[config.mk]
export PLATFORM = sky130hd
export DESIGN_NAME = front_dispatch_router
export DESIGN_NICKNAME = d
export VERILOG_FILES = /design/src/rtl/front_dispatch_router.sv
export SDC_FILE = /design/constraint.sdc
export NUM_CORES = 1
export LEC_CHECK = 0
export CAP_MARGIN = 20
export CORE_MARGIN = 2
export CORE_UTILIZATION = 60
export DETAILED_ROUTE_END_ITERATION = 7
export PLACE_DENSITY = 0.87
export SETUP_SLACK_MARGIN = 0.05
export SYNTH_ARGS = -nofsm -noshare
export SYNTH_HDL_FRONTEND = slang
export SYNTH_SLANG_ARGS = --single-unit
[constraint.sdc]
create_clock -name clk -period 7.4 [get_ports clk]
set_input_delay 1.48 -clock clk [delete_from_list [all_inputs] [get_ports clk]]
set_output_delay 1.48 -clock clk [all_outputs]
set_load 0.05 [all_outputs]
[src/rtl/front_dispatch_router.sv]
// Front-end dispatch: per-EU instruction FIFOs plus round-robin icon holding registers feeding u_backend.
// Optional build macro DISPATCH_PERF_CNT_EN adds saturating stall and EU-full cycle counters.
package front_dispatch_pkg;
    typedef logic [31:0] type_iqueue_entry;
    typedef logic [15:0] type_icon_instr;
endpackage

module front_dispatch_router
    import front_dispatch_pkg::*;
#(
    parameter int NUM_EXEC_UNITS    = 4,
    parameter int NUM_ICON_CHANNELS = 4,
    parameter int EU_FIFO_DEPTH     = 4
) (
    input  logic                                clk,
    input  logic                                reset_n,
    input  logic                                flush_i,
    input  type_iqueue_entry                    instr_i,
    input  logic [$clog2(NUM_EXEC_UNITS):0]     instr_eu_idx_i,
    input  logic                                instr_valid_i,
    output logic                                instr_ready_o,
    input  type_icon_instr                      icon_instr_i,
    input  logic                                icon_instr_valid_i,
    output logic                                icon_instr_ready_o,
    output type_iqueue_entry                    instr_dispatch_o [NUM_EXEC_UNITS],
    output logic [NUM_EXEC_UNITS-1:0]           instr_dispatch_valid_o,
    input  logic [NUM_EXEC_UNITS-1:0]           instr_dispatch_ready_i,
    output type_icon_instr                      icon_instr_dispatch_o [NUM_ICON_CHANNELS],
    output logic [NUM_ICON_CHANNELS-1:0]        icon_instr_dispatch_valid_o,
    input  logic [NUM_ICON_CHANNELS-1:0]        icon_instr_dispatch_ready_i,
    output logic                                idle_o,
    output logic                                illegal_idx_o
`ifdef DISPATCH_PERF_CNT_EN
    ,
    output logic [31:0]                         stall_cycles_o,
    output logic [31:0]                         eu_full_cycles_o [NUM_EXEC_UNITS]
`endif
);

    localparam int AW   = $clog2(EU_FIFO_DEPTH);
    localparam int PW   = AW + 1;
    localparam int CH_W = (NUM_ICON_CHANNELS > 1) ? $clog2(NUM_ICON_CHANNELS) : 1;

    logic [PW-1:0]            wr_ptr [NUM_EXEC_UNITS];
    logic [PW-1:0]            rd_ptr [NUM_EXEC_UNITS];
    type_iqueue_entry         fifo_mem [NUM_EXEC_UNITS][EU_FIFO_DEPTH];
    logic [NUM_EXEC_UNITS-1:0] fifo_full;
    logic [NUM_EXEC_UNITS-1:0] fifo_empty;
    logic [NUM_EXEC_UNITS-1:0] fifo_push;
    logic [NUM_EXEC_UNITS-1:0] fifo_pop;
    logic                     idx_illegal;
    logic                     sel_full;
    logic                     instr_accept;

    logic [NUM_ICON_CHANNELS-1:0] occupied;
    type_icon_instr               hold_reg [NUM_ICON_CHANNELS];
    logic [CH_W-1:0]              rr_ptr;
    logic [CH_W-1:0]              sel_ch;
    logic [CH_W-1:0]              rr_next;
    logic                         sel_found;
    logic                         icon_accept;
    logic [NUM_ICON_CHANNELS-1:0] icon_load;
    logic [NUM_ICON_CHANNELS-1:0] icon_pop;
    int                           cand;

    // Full/empty use the extra pointer MSB so all DEPTH slots are usable.
    always_comb begin
        fifo_full  = '0;
        fifo_empty = '0;
        for (int e = 0; e < NUM_EXEC_UNITS; e++) begin
            fifo_empty[e] = (wr_ptr[e] == rd_ptr[e]);
            fifo_full[e]  = (wr_ptr[e][PW-1] != rd_ptr[e][PW-1]) &&
                            (wr_ptr[e][AW-1:0] == rd_ptr[e][AW-1:0]);
        end
    end

    always_comb begin
        idx_illegal = (int'(instr_eu_idx_i) >= NUM_EXEC_UNITS);
        sel_full    = 1'b0;
        for (int e = 0; e < NUM_EXEC_UNITS; e++) begin
            if (int'(instr_eu_idx_i) == e) begin
                sel_full = fifo_full[e];
            end
        end
        instr_ready_o = !flush_i && (idx_illegal || !sel_full);
        instr_accept  = instr_valid_i && instr_ready_o;
        fifo_push     = '0;
        fifo_pop      = '0;
        for (int e = 0; e < NUM_EXEC_UNITS; e++) begin
            fifo_push[e] = instr_accept && !idx_illegal && (int'(instr_eu_idx_i) == e);
            fifo_pop[e]  = !fifo_empty[e] && instr_dispatch_ready_i[e];
        end
    end

    always_ff @(posedge clk) begin
        for (int e = 0; e < NUM_EXEC_UNITS; e++) begin
            if (fifo_push[e]) begin
                fifo_mem[e][wr_ptr[e][AW-1:0]] <= instr_i;
            end
        end
    end

    always_ff @(posedge clk) begin
        if (!reset_n) begin
            for (int e = 0; e < NUM_EXEC_UNITS; e++) begin
                wr_ptr[e] <= '0;
                rd_ptr[e] <= '0;
            end
            illegal_idx_o <= 1'b0;
        end else begin
            for (int e = 0; e < NUM_EXEC_UNITS; e++) begin
                if (flush_i) begin
                    wr_ptr[e] <= '0;
                    rd_ptr[e] <= '0;
                end else begin
                    if (fifo_push[e]) wr_ptr[e] <= wr_ptr[e] + PW'(1);
                    if (fifo_pop[e])  rd_ptr[e] <= rd_ptr[e] + PW'(1);
                end
            end
            if (instr_accept && idx_illegal) begin
                illegal_idx_o <= 1'b1;
            end
        end
    end

    always_comb begin
        for (int e = 0; e < NUM_EXEC_UNITS; e++) begin
            instr_dispatch_o[e] = fifo_mem[e][rd_ptr[e][AW-1:0]];
        end
        instr_dispatch_valid_o = ~fifo_empty;
    end

    // Round-robin search for the first free channel at or above rr_ptr.
    always_comb begin
        sel_found = 1'b0;
        sel_ch    = '0;
        cand      = 0;
        for (int k = 0; k < NUM_ICON_CHANNELS; k++) begin
            cand = int'(rr_ptr) + k;
            if (cand >= NUM_ICON_CHANNELS) cand = cand - NUM_ICON_CHANNELS;
            if (!sel_found && !occupied[cand]) begin
                sel_found = 1'b1;
                sel_ch    = CH_W'(cand);
            end
        end
        rr_next            = (int'(sel_ch) == NUM_ICON_CHANNELS - 1) ? '0 : sel_ch + CH_W'(1);
        icon_instr_ready_o = !flush_i && sel_found;
        icon_accept        = icon_instr_valid_i && icon_instr_ready_o;
        icon_load          = '0;
        icon_pop           = '0;
        for (int c = 0; c < NUM_ICON_CHANNELS; c++) begin
            icon_load[c] = icon_accept && (int'(sel_ch) == c);
            icon_pop[c]  = occupied[c] && icon_instr_dispatch_ready_i[c];
        end
    end

    always_ff @(posedge clk) begin
        if (!reset_n) begin
            occupied <= '0;
            rr_ptr   <= '0;
        end else if (flush_i) begin
            occupied <= '0;
            rr_ptr   <= '0;
        end else begin
            occupied <= (occupied & ~icon_pop) | icon_load;
            if (icon_accept) rr_ptr <= rr_next;
        end
    end

    always_ff @(posedge clk) begin
        for (int c = 0; c < NUM_ICON_CHANNELS; c++) begin
            if (icon_load[c]) hold_reg[c] <= icon_instr_i;
        end
    end

    always_comb begin
        for (int c = 0; c < NUM_ICON_CHANNELS; c++) begin
            icon_instr_dispatch_o[c] = hold_reg[c];
        end
        icon_instr_dispatch_valid_o = occupied;
        idle_o = (&fifo_empty) && !(|occupied);
    end

`ifdef DISPATCH_PERF_CNT_EN
    logic stall_now;
    assign stall_now = (instr_valid_i && !instr_ready_o) || (icon_instr_valid_i && !icon_instr_ready_o);

    // Counters hold at all-ones and survive flush; only reset clears them.
    always_ff @(posedge clk) begin
        if (!reset_n) begin
            stall_cycles_o <= '0;
            for (int e = 0; e < NUM_EXEC_UNITS; e++) eu_full_cycles_o[e] <= '0;
        end else begin
            if (stall_now && (stall_cycles_o != '1)) stall_cycles_o <= stall_cycles_o + 32'd1;
            for (int e = 0; e < NUM_EXEC_UNITS; e++) begin
                if (fifo_full[e] && (eu_full_cycles_o[e] != '1)) begin
                    eu_full_cycles_o[e] <= eu_full_cycles_o[e] + 32'd1;
                end
            end
        end
    end
`endif

endmodule

==> results.py, run 1 <==
metrics = {
    "run_status": {
        "status": "finished, final reports clean",
    },
    "pwr": {
        "finalPower_w": 0.00751,
        "vdd_drop_max_mv": 0.279,
        "p_per_area_mw_per_mm2": 273,
        "p_leak_nw": 8.79,
    },
    "cts": {
        "cts_hold_buf": 0,
        "clock_latency_ns": 0.62,
        "htree_levels": 2,
        "tritoncts": "yes",
        "numCtsBuffers": 57,
        "clk_path_buf_depth": 3,
        "cts_setup_buffers": 0,
        "postCtsResizedCells": 0,
        "cts.sinks": 607,
        "clkTransAtPathRegs_ns": 0.06,
        "clockRootBuffer": "clkbuf_16",
    },
    "synth": {
        "synth_warnings": 0,
        "syn_nets": 1040,
        "yosys.area.top_type": "edfxtp_1",
        "syn_area_per_cell_um2": 23.7,
        "synth_edf_count": 600,
        "synthFlopType": "edfxtp_1",
        "ys_types": 46,
        "synth_area_leaders": "edfxtp_1 80%, mux4_2 13%, ha_1 1.3%, dfxtp_1 0.62%, and2_1 0.50%",
        "netlist.area_leader.share": 0.799,
        "syn-cell-area_mm2": 0.0225,
        "ys_seq_area_frac": 0.806,
        "synthArstFlopShare": 0,
        "synth-seq-cells": 607,
        "syn-instance-count": 952,
    },
    "routing": {
        "vias": 11100,
        "drt_wl_total_um": 53400,
        "drcViolationCount": 0,
        "drtIter0Drc": 851,
        "wl_per_cell_um": 30.2,
        "ant_nets": 0,
        "viasPerCell": 6.29,
        "firstDrtPassIters": 5,
    },
    "timing": {
        "skew_ns": 0.0258,
        "rsz0062_at_grt": "no",
        "slew_violations": 0,
        "timing.fmax_mhz": 179,
        "min_period_over_period": 0.754,
        "tightestPinTransition_ns": 1.11,
        "tns_ns": 0,
        "final_hold_viol_count": 0,
        "period_needed_ns": 5.58,
        "setup_viol": 0,
        "relSlewSlack": 0.261,
    },
    "hold_path": {
        "hp-start": "illegal_idx_o",
        "min_path_cells": 2,
        "hold_end": "illegal_idx_o",
        "hp-class": "flop to flop",
    },
    "global_routing": {
        "grt_pass1_wl_um": 76700,
        "grt_antenna_before_repair": 1,
        "globalRoute.totalOverflow": 0,
        "grt_max_degree": 36,
        "grt_pass1_vias": 11500,
        "grt.total_usage": 0.281,
    },
    "critical_path": {
        "reg2regPathDepth": 4,
        "critPathCaptureType": "output port",
        "crit_type": "input pin to output port",
        "crit_required_ns": 5.92,
        "r2r-start": "rd_ptr[3][0]",
        "r2r_setup_slack_ns": 3.99,
        "critPathLaunchType": "input pin",
        "r2r_end": "fifo_mem[3][52]",
        "crit_path_max_fanout": 8,
        "arrival_ns": 4.10,
    },
    "floorplan": {
        "core-area_mm2": 0.0368,
        "fp-row-count": 70,
        "initial_utilization": 0.613,
        "dieArea_mm2": 0.0391,
        "die_w_um": 198,
        "die_y_um": 198,
        "num_io_pins": 268,
    },
    "layout": {
        "drive_above_1_share": 0.192,
        "largest_register_ff_count": 512,
        "n_antenna_cell": 0,
        "syn_to_final_growth_pct": 22.2,
        "nets": 1339,
        "final_area_mm2": 0.0275,
    },
    "placed_design": {
        "hpwl_um": 30500,
        "place.gp.congestion": 0.829,
        "port_buffers": 267,
        "post_dp_cell_area_mm2": 0.0257,
    },
    "job": {
        "maxCapViolCount": 0,
    },
}
[power breakdown]
part / internal, W / switching (W)
logic: 0.000280 / 0.000521
clock network: 0.00162 / 0.00126
registers: 0.00381 / 0.0000142
total: 0.00571 / 0.00180
[cell type report]
class                           instances  area [um^2]
Multi-Input combinational cell        295         4160
Timing Repair Buffer                  276         2740
Clock inverter                         30          294
Clock buffer                           77         1550
Inverter                               14         52.6
Sequential cell                       607        18200
Tap cell                              468          586
Fill cell                            1963         9240
[cells in the mapped netlist, types with 2 or more instances]
cell,number
or3b_1,4
nor4_2,3
ha_1,24
and3_1,11
o21a_1,5
or4_1,2
xor2_1,6
o21ai_0,4
nor4_4,2
nand2b_1,3
nor2b_1,6
buf_4,2
edfxtp_1,600
inv_1,14
nor2_1,22
buf_2,14
nand3_1,5
nor3_1,2
a21oi_1,2
buf_6,4
and2_1,18
nand2_1,14
dfxtp_1,7
nand3b_1,2
clkbuf_1,16
xnor2_1,12
nor4_1,2
mux4_2,128
[layout by cell type, fill, tap and decap left out, types with 5 or more instances in the layout]
master / synthesis / routed
and3_1: 11 / 11
buf_4: 2 / 9
and2_2: 0 / 16
inv_1: 14 / 14
xor2_1: 6 / 6
clkinvlp_4: 0 / 6
nor2b_1: 6 / 6
clkbuf_1: 16 / 16
edfxtp_1: 600 / 600
nor2_1: 22 / 22
mux4_2: 128 / 128
o21a_1: 5 / 5
clkinv_2: 0 / 12
clkbuf_16: 0 / 58
nand3_1: 5 / 5
clkdlybuf4s50_1: 0 / 267
xnor2_1: 12 / 12
ha_1: 24 / 24
nand2_1: 14 / 14
dfxtp_1: 7 / 7
[per-stage QoR]
stage | util | setup WS, ns | std cells | hold WS [ns]
after floorplan | - | 2.80 | 952 | 0.505
after global placement | 0.698 | 1.93 | 1659 | 0.511
after detailed placement | 0.698 | 1.85 | 1659 | 0.522
after CTS | 0.749 | 1.84 | 1766 | 0.541
after global routing | 0.749 | 1.74 | 1767 | 0.567
final | 0.749 | 1.82 | 1767 | 0.542
[worst max-delay path, stage by stage]
cell             delay (ns)
clkdlybuf4s50_1        0.52
or3b_1                 0.47
nor4_2                 0.47
or3_1                  0.33
a21oi_1                0.09
clkdlybuf4s50_1        0.72
[metal layers]
metal  track usage  share of wire  wire length, um
met5             0        0.00013                7
met4         0.123          0.040             2120
met1         0.359           0.36            19200
met3        0.0472          0.077             4130
met2         0.481           0.52            28000
[cells by family (layout without fill, tap and decap cells)]
family / after synthesis / after routing / synth area share
flip-flops: 607 / 607 / 0.806
multiplexers: 129 / 129 / 0.128
AND/OR/NAND/NOR: 101 / 101 / 0.0269
buffers and inverters: 50 / 397 / 0.0108
adder cells (fa/ha/maj): 24 / 24 / 0.0133
AO/OA/AOI/OAI: 21 / 21 / 0.00661
XOR/XNOR: 20 / 20 / 0.00844
[how the worst max path moves through the flow]
stage | start | end | slack [ns]
finish | instr_eu_idx_i[2] | instr_ready_o | 1.82
global route | instr_eu_idx_i[2] | instr_ready_o | 1.74
CTS | instr_eu_idx_i[2] | instr_ready_o | 1.84
detailed placement | instr_eu_idx_i[2] | instr_ready_o | 1.85
global placement | instr_eu_idx_i[2] | instr_ready_o | 1.93
floorplan | instr_eu_idx_i[1] | instr_ready_o | 2.80
(Power assumes the default switching activity.)
==> inputs of run 2 (changes only) <==
--- a/config.mk
+++ b/config.mk
@@ -7,9 +7,9 @@
 export LEC_CHECK = 0
 export CAP_MARGIN = 20
 export CORE_MARGIN = 2
-export CORE_UTILIZATION = 60
+export CORE_UTILIZATION = 50
 export DETAILED_ROUTE_END_ITERATION = 7
-export PLACE_DENSITY = 0.87
+export PLACE_DENSITY = 0.77
 export SETUP_SLACK_MARGIN = 0.05
 export SYNTH_ARGS = -nofsm -noshare
 export SYNTH_HDL_FRONTEND = slang
==> constraint.sdc (replaced) <==
create_clock -name clk -period 4.64 [get_ports clk]
set_input_delay 0.928 -clock clk [delete_from_list [all_inputs] [get_ports clk]]
set_output_delay 0.928 -clock clk [all_outputs]
set_load 0.05 [all_outputs]
==> run 2 against run 1 <==
Effect of this change: clock power increased by 62%; cell area increased by 1.5%; via count decreased by 3.6%; critical endpoint is now idle_o; first-iteration DRC count increased by 17%.
==> results.py, run 2 (synthesized netlist as in run 1, its figures left out) <==
metrics = {
    "global_routing": {
        "grt_max_degree": 35,
        "globalRoute.totalOverflow": 0,
        "grt_antenna_before_repair": 1,
        "grt_pass1_wl_um": 71700,
        "grt_pass1_vias": 11100,
        "grt.total_usage": 0.211,
    },
    "cts": {
        "cts_setup_buffers": 0,
        "cts_hold_buf": 0,
        "tritoncts": "yes",
        "clock_latency_ns": 0.61,
        "clk_path_buf_depth": 3,
        "cts.sinks": 607,
        "htree_levels": 2,
        "clockRootBuffer": "clkbuf_16",
        "numCtsBuffers": 57,
        "clkTransAtPathRegs_ns": 0.07,
        "postCtsResizedCells": 0,
    },
    "routing": {
        "wl_per_cell_um": 25.5,
        "routed-wl-met3_um": 3710,
        "vias": 10700,
        "firstDrtPassIters": 5,
        "viasPerCell": 5.60,
        "drt_wl_total_um": 48800,
        "routed.top_layer": "met5",
        "wl_met1_um": 19000,
        "drtIter0Drc": 992,
        "drcViolationCount": 0,
        "ant_nets": 0,
        "wl_met2_um": 24800,
    },
    "floorplan": {
        "fp-row-count": 77,
        "die_y_um": 216,
        "initial_utilization": 0.509,
        "num_io_pins": 268,
        "die_w_um": 216,
        "dieArea_mm2": 0.0468,
        "core-area_mm2": 0.0443,
    },
    "critical_path": {
        "critPathCaptureType": "output port",
        "crit_required_ns": 3.71,
        "crit_path_max_fanout": 4,
        "critPathLaunchType": "flop",
        "arrival_ns": 3.18,
        "crit_chain": "xor2_2, or3b_4, or4_1, nor2_1, clkdlybuf4s50_1",
        "crit_path_top_delay_cell": "clkdlybuf4s50_1",
        "worst_path_largest_cell_delay_ns": 0.81,
        "r2r-start": "wr_ptr[0][0]",
        "crit_type": "flop to output port",
        "startpoint": "wr_ptr[2][1]",
    },
    "layout": {
        "syn_to_final_growth_pct": 24.1,
        "final_common_cell": "edfxtp_1",
        "drive_above_1_share": 0.203,
        "largest_register_ff_count": 512,
        "nets": 1361,
        "n_antenna_cell": 0,
        "mostFrequentLayoutCells": "600 x edfxtp_1, 266 x clkdlybuf4s50_1, 128 x mux4_2",
    },
    "pwr": {
        "p_leak_nw": 8.96,
        "p_clk_frac": 0.388,
        "swShare": 0.231,
        "seqPwrFrac": 0.507,
        "p_comb_frac": 0.105,
        "p_int_w": 0.00925,
        "p_per_area_mw_per_mm2": 430,
        "vdd_drop_max_mv": 0.322,
        "switchingPower_w": 0.00277,
    },
    "timing": {
        "skew_ns": 0.0175,
        "relSlewSlack": 0.412,
        "tightestPinTransition_ns": 0.882,
        "setup_slack_ns": 0.533,
        "setup_viol": 0,
        "final_hold_viol_count": 0,
        "slew_violations": 0,
        "min_period_over_period": 0.885,
        "period_needed_ns": 4.11,
        "rsz0062_at_grt": "no",
        "tns_ns": 0,
        "timing.fmax_mhz": 243,
    },
    "hold_path": {
        "hp-start": "illegal_idx_o",
        "hp-class": "flop to flop",
    },
    "placed_design": {
        "place.gp.congestion": 0.795,
        "place_ws_ns": 0.710,
        "port_buffers": 267,
        "hpwl_um": 30200,
    },
    "run_status": {
        "status": "finished, final reports clean",
    },
    "job": {
        "maxCapViolCount": 0,
    },
}
==> run 2: cell count changes in the layout (fill, tap and decap cells not counted), sizes merged <==
| cell | delta |
|---|---|
| clkinv | +3 |
| clkdlybuf4s50 | -1 |
| buf | +23 |
| clkinvlp | -5 |
| clkbuf | -4 |
| bufinv | +3 |
| inv | +1 |
==> run 2: critical path, delay by kind of cell, from the launching register on <==
| family | cells | cell delay, ns |
|---|---|---|
| simple gates | 3 | 1.06 |
| buf+inv | 1 | 0.81 |
| flops | 1 | 0.50 |
| xor+xnor | 1 | 0.21 |
==> run 2: metrics by stage <==
| stage | hold WS [ns] | instance area [um^2] | utilization | power, W | cells |
|---|---|---|---|---|---|
| 5_1_grt | 0.547 | 28000 | 0.631 | 0.0124 | 1911 |
| 3_3_place_gp | 0.481 | 26100 | 0.588 | 0.00747 | 1806 |
| 4_1_cts | 0.499 | 28000 | 0.631 | 0.0121 | 1911 |
| 2_1_floorplan | 0.505 | 22500 | - | 0.00700 | 952 |
| 6_report | 0.502 | 28000 | 0.631 | 0.0120 | 1911 |
| 3_5_place_dp | 0.478 | 26100 | 0.588 | 0.00748 | 1806 |
==> run 2: final cells by class <==
cell class | instances | area, um^2
repair buffers | 298 | 2950
clock buffers | 73 | 1540
clock inverters | 32 | 364
well taps | 592 | 741
inverters | 14 | 52.6
flip-flops and latches | 607 | 18200
multi-input cells | 295 | 4160
fillers | 2960 | 16400
==> run 2: layer usage <==
metal	GRT usage	vias to the layer above
li1	-	4593
met1	0.277	5613
met2	0.355	425
met3	0.0465	71
met4	0.0651	2
met5	0	-
==> run 2: path summary, 6_finish.rpt <==
path | endpoint | slack [ns] | depth (start not counted)
setup / recovery | idle_o | 0.53 | 5
setup reg to reg | fifo_mem[2][100] | 1.78 | 5
hold reg to reg | illegal_idx_o | 0.50 | 2
hold / removal | illegal_idx_o | 0.50 | 2
==> run 2: power groups by stage <==
stage	clock network [W]	logic, W	registers (W)
final	0.00467	0.00126	0.00609
after global routing	0.00497	0.00132	0.00610
after CTS	0.00476	0.00128	0.00609
after detailed placement	0	0.00127	0.00621
after global placement	0	0.00126	0.00621
after floorplan	0	0.000769	0.00623
==> inputs of run 3 (changes only) <==
--- a/config.mk
+++ b/config.mk
@@ -6,7 +6,7 @@
 export NUM_CORES = 1
 export LEC_CHECK = 0
 export CAP_MARGIN = 20
-export CORE_MARGIN = 2
+export CORE_ASPECT_RATIO = 0.5
 export CORE_UTILIZATION = 50
 export DETAILED_ROUTE_END_ITERATION = 7
 export PLACE_DENSITY = 0.77
==> run 3 against run 2 <==
Effect of this change: clock skew grew 0.0041 ns; utilization shrank 0.13 points; largest cell class unchanged; sequential cell count is the same; first-iteration DRC count shrank 4.2%; critical endpoint is now instr_ready_o; combinational power is essentially flat; wire length grew 2.5%; non-clock buffer count shrank 1.
==> results.py, run 3 (synthesized netlist as in run 1, its figures left out) <==
metrics = {
    "floorplan": {
        "dieArea_mm2": 0.0460,
        "initial_utilization": 0.512,
        "fp-row-count": 54,
        "core-area_mm2": 0.0440,
        "die_y_um": 152,
        "die_w_um": 302,
        "num_io_pins": 268,
    },
    "timing": {
        "relSlewSlack": 0.327,
        "final_hold_viol_count": 0,
        "timing.fmax_mhz": 234,
        "slew_violations": 0,
        "rsz0062_at_grt": "no",
        "period_needed_ns": 4.28,
        "min_period_over_period": 0.922,
        "tns_ns": 0,
        "skew_ns": 0.0216,
        "tightestPinTransition_ns": 1.00,
        "setup_viol": 0,
    },
    "layout": {
        "syn_to_final_growth_pct": 22.9,
        "mostFrequentLayoutCells": "600 x edfxtp_1, 267 x clkdlybuf4s50_1, 128 x mux4_2",
        "fillCellCount": 2828,
        "drive_above_1_share": 0.190,
        "nets": 1354,
        "largest_register_ff_count": 512,
        "final_common_cell": "edfxtp_1",
        "final_area_mm2": 0.0277,
    },
    "cts": {
        "htree_levels": 2,
        "clk_path_buf_depth": 3,
        "postCtsResizedCells": 0,
        "clock_latency_ns": 0.59,
        "cts_hold_buf": 0,
        "clockRootBuffer": "clkbuf_16",
        "tritoncts": "yes",
        "clkTransAtPathRegs_ns": 0.06,
        "cts_setup_buffers": 0,
        "numCtsBuffers": 51,
        "cts.sinks": 607,
    },
    "job": {
        "maxCapViolCount": 0,
    },
    "critical_path": {
        "r2r_setup_slack_ns": 1.40,
        "reg2regPathDepth": 5,
        "critPathCaptureType": "output port",
        "critPathLaunchType": "input pin",
        "path_buf_inv": 2,
        "r2r_end": "fifo_mem[3][95]",
        "crit_path_top_delay_cell": "clkdlybuf4s50_1",
        "arrival_ns": 3.35,
        "crit_type": "input pin to output port",
        "crit_chain": "clkdlybuf4s50_1, or3b_1, nor4_4, or3_1, a21oi_1, clkdlybuf4s50_1",
        "worst_path_largest_cell_delay_ns": 0.71,
        "worst_path_dominant_cell_family": "buffers and inverters",
        "critical_path.most_common_cell": "clkdlybuf4s50_1",
        "crit_required_ns": 3.71,
        "r2r-start": "rd_ptr[3][1]",
        "crit_path_max_fanout": 6,
    },
    "routing": {
        "drtIter0Drc": 950,
        "viasPerCell": 5.72,
        "wl_per_cell_um": 26.4,
        "firstDrtPassIters": 5,
        "drcViolationCount": 0,
        "ant_nets": 0,
        "drt_wl_total_um": 50000,
        "vias": 10800,
    },
    "global_routing": {
        "grt_pass1_vias": 11400,
        "grt_max_degree": 35,
        "globalRoute.busiestLayer": "met2",
        "globalRoute.totalOverflow": 0,
        "grt_pass1_wl_um": 73600,
        "grt_antenna_before_repair": 1,
        "use_met2": 0.398,
        "met1_usage": 0.275,
        "grt_use_met3": 0.0331,
        "grt.total_usage": 0.219,
    },
    "placed_design": {
        "hpwl_um": 30800,
        "place.gp.congestion": 0.835,
        "port_buffers": 267,
        "post_dp_cell_area_mm2": 0.0261,
    },
    "run_status": {
        "status": "finished, final reports clean",
    },
    "pwr": {
        "p_leak_nw": 8.81,
        "p_per_area_mw_per_mm2": 414,
        "vdd_drop_max_mv": 0.302,
    },
    "hold_path": {
        "hold_end": "illegal_idx_o",
        "hp-start": "illegal_idx_o",
        "hp-class": "flop to flop",
        "min_path_cells": 2,
    },
}
==> run 3: how the worst max path moves through the flow <==
stage | startpoint | end | slack (ns) | cells past startpoint
detailed placement | instr_eu_idx_i[2] | instr_ready_o | 0.37 | 6
global route | instr_eu_idx_i[2] | instr_ready_o | 0.23 | 6
global placement | instr_eu_idx_i[2] | instr_ready_o | 0.39 | 6
finish | instr_eu_idx_i[1] | instr_ready_o | 0.36 | 6
CTS | instr_eu_idx_i[1] | instr_ready_o | 0.36 | 6
floorplan | instr_eu_idx_i[1] | instr_ready_o | 1.14 | 5
==> run 3: where the power goes <==
group          internal (W)  switching (W)
Sequential          0.00607      0.0000231
Clock               0.00221        0.00189
Combinational      0.000455       0.000815
Total               0.00873        0.00273
==> run 3: cell type report <==
type                       count  area [um^2]  share of cell area
clock inverter                25          230             0.00831
antenna                        1         2.50           0.0000904
multi-input combinational    295         4160               0.150
timing repair buffer         297         3020               0.109
clock buffer                  67         1340              0.0482
tap                          588          736              0.0266
inverter                      14         52.6             0.00190
sequential                   607        18200               0.656
==> run 3: worst register-to-register path, cell delays in order, from the launching register on <==
cell and delay (ns):
edfxtp_1 0.32, buf_4 0.48, xnor2_1 0.28, a311oi_1 0.91, and2_2 0.69, buf_12 0.26
==> run 3: routing by layer <==
layer / part of all wire / vias to the layer above
li1: - / 4597
met1: 0.38 / 5713
met2: 0.54 / 436
met3: 0.058 / 89
met4: 0.026 / 0
met5: 0 / -
==> run 3: metrics by stage <==
| stage | power, W | hold WS [ns] | setup slack [ns] | std cells | utilization |
|---|---|---|---|---|---|
| 6_report | 0.0115 | 0.504 | 0.364 | 1894 | 0.630 |
| 5_1_grt | 0.0118 | 0.561 | 0.233 | 1894 | 0.630 |
| 4_1_cts | 0.0115 | 0.507 | 0.361 | 1893 | 0.630 |
| 3_5_place_dp | 0.00748 | 0.488 | 0.370 | 1801 | 0.594 |
| 3_3_place_gp | 0.00746 | 0.479 | 0.392 | 1801 | 0.594 |
| 2_1_floorplan | 0.00700 | 0.505 | 1.14 | 952 | - |
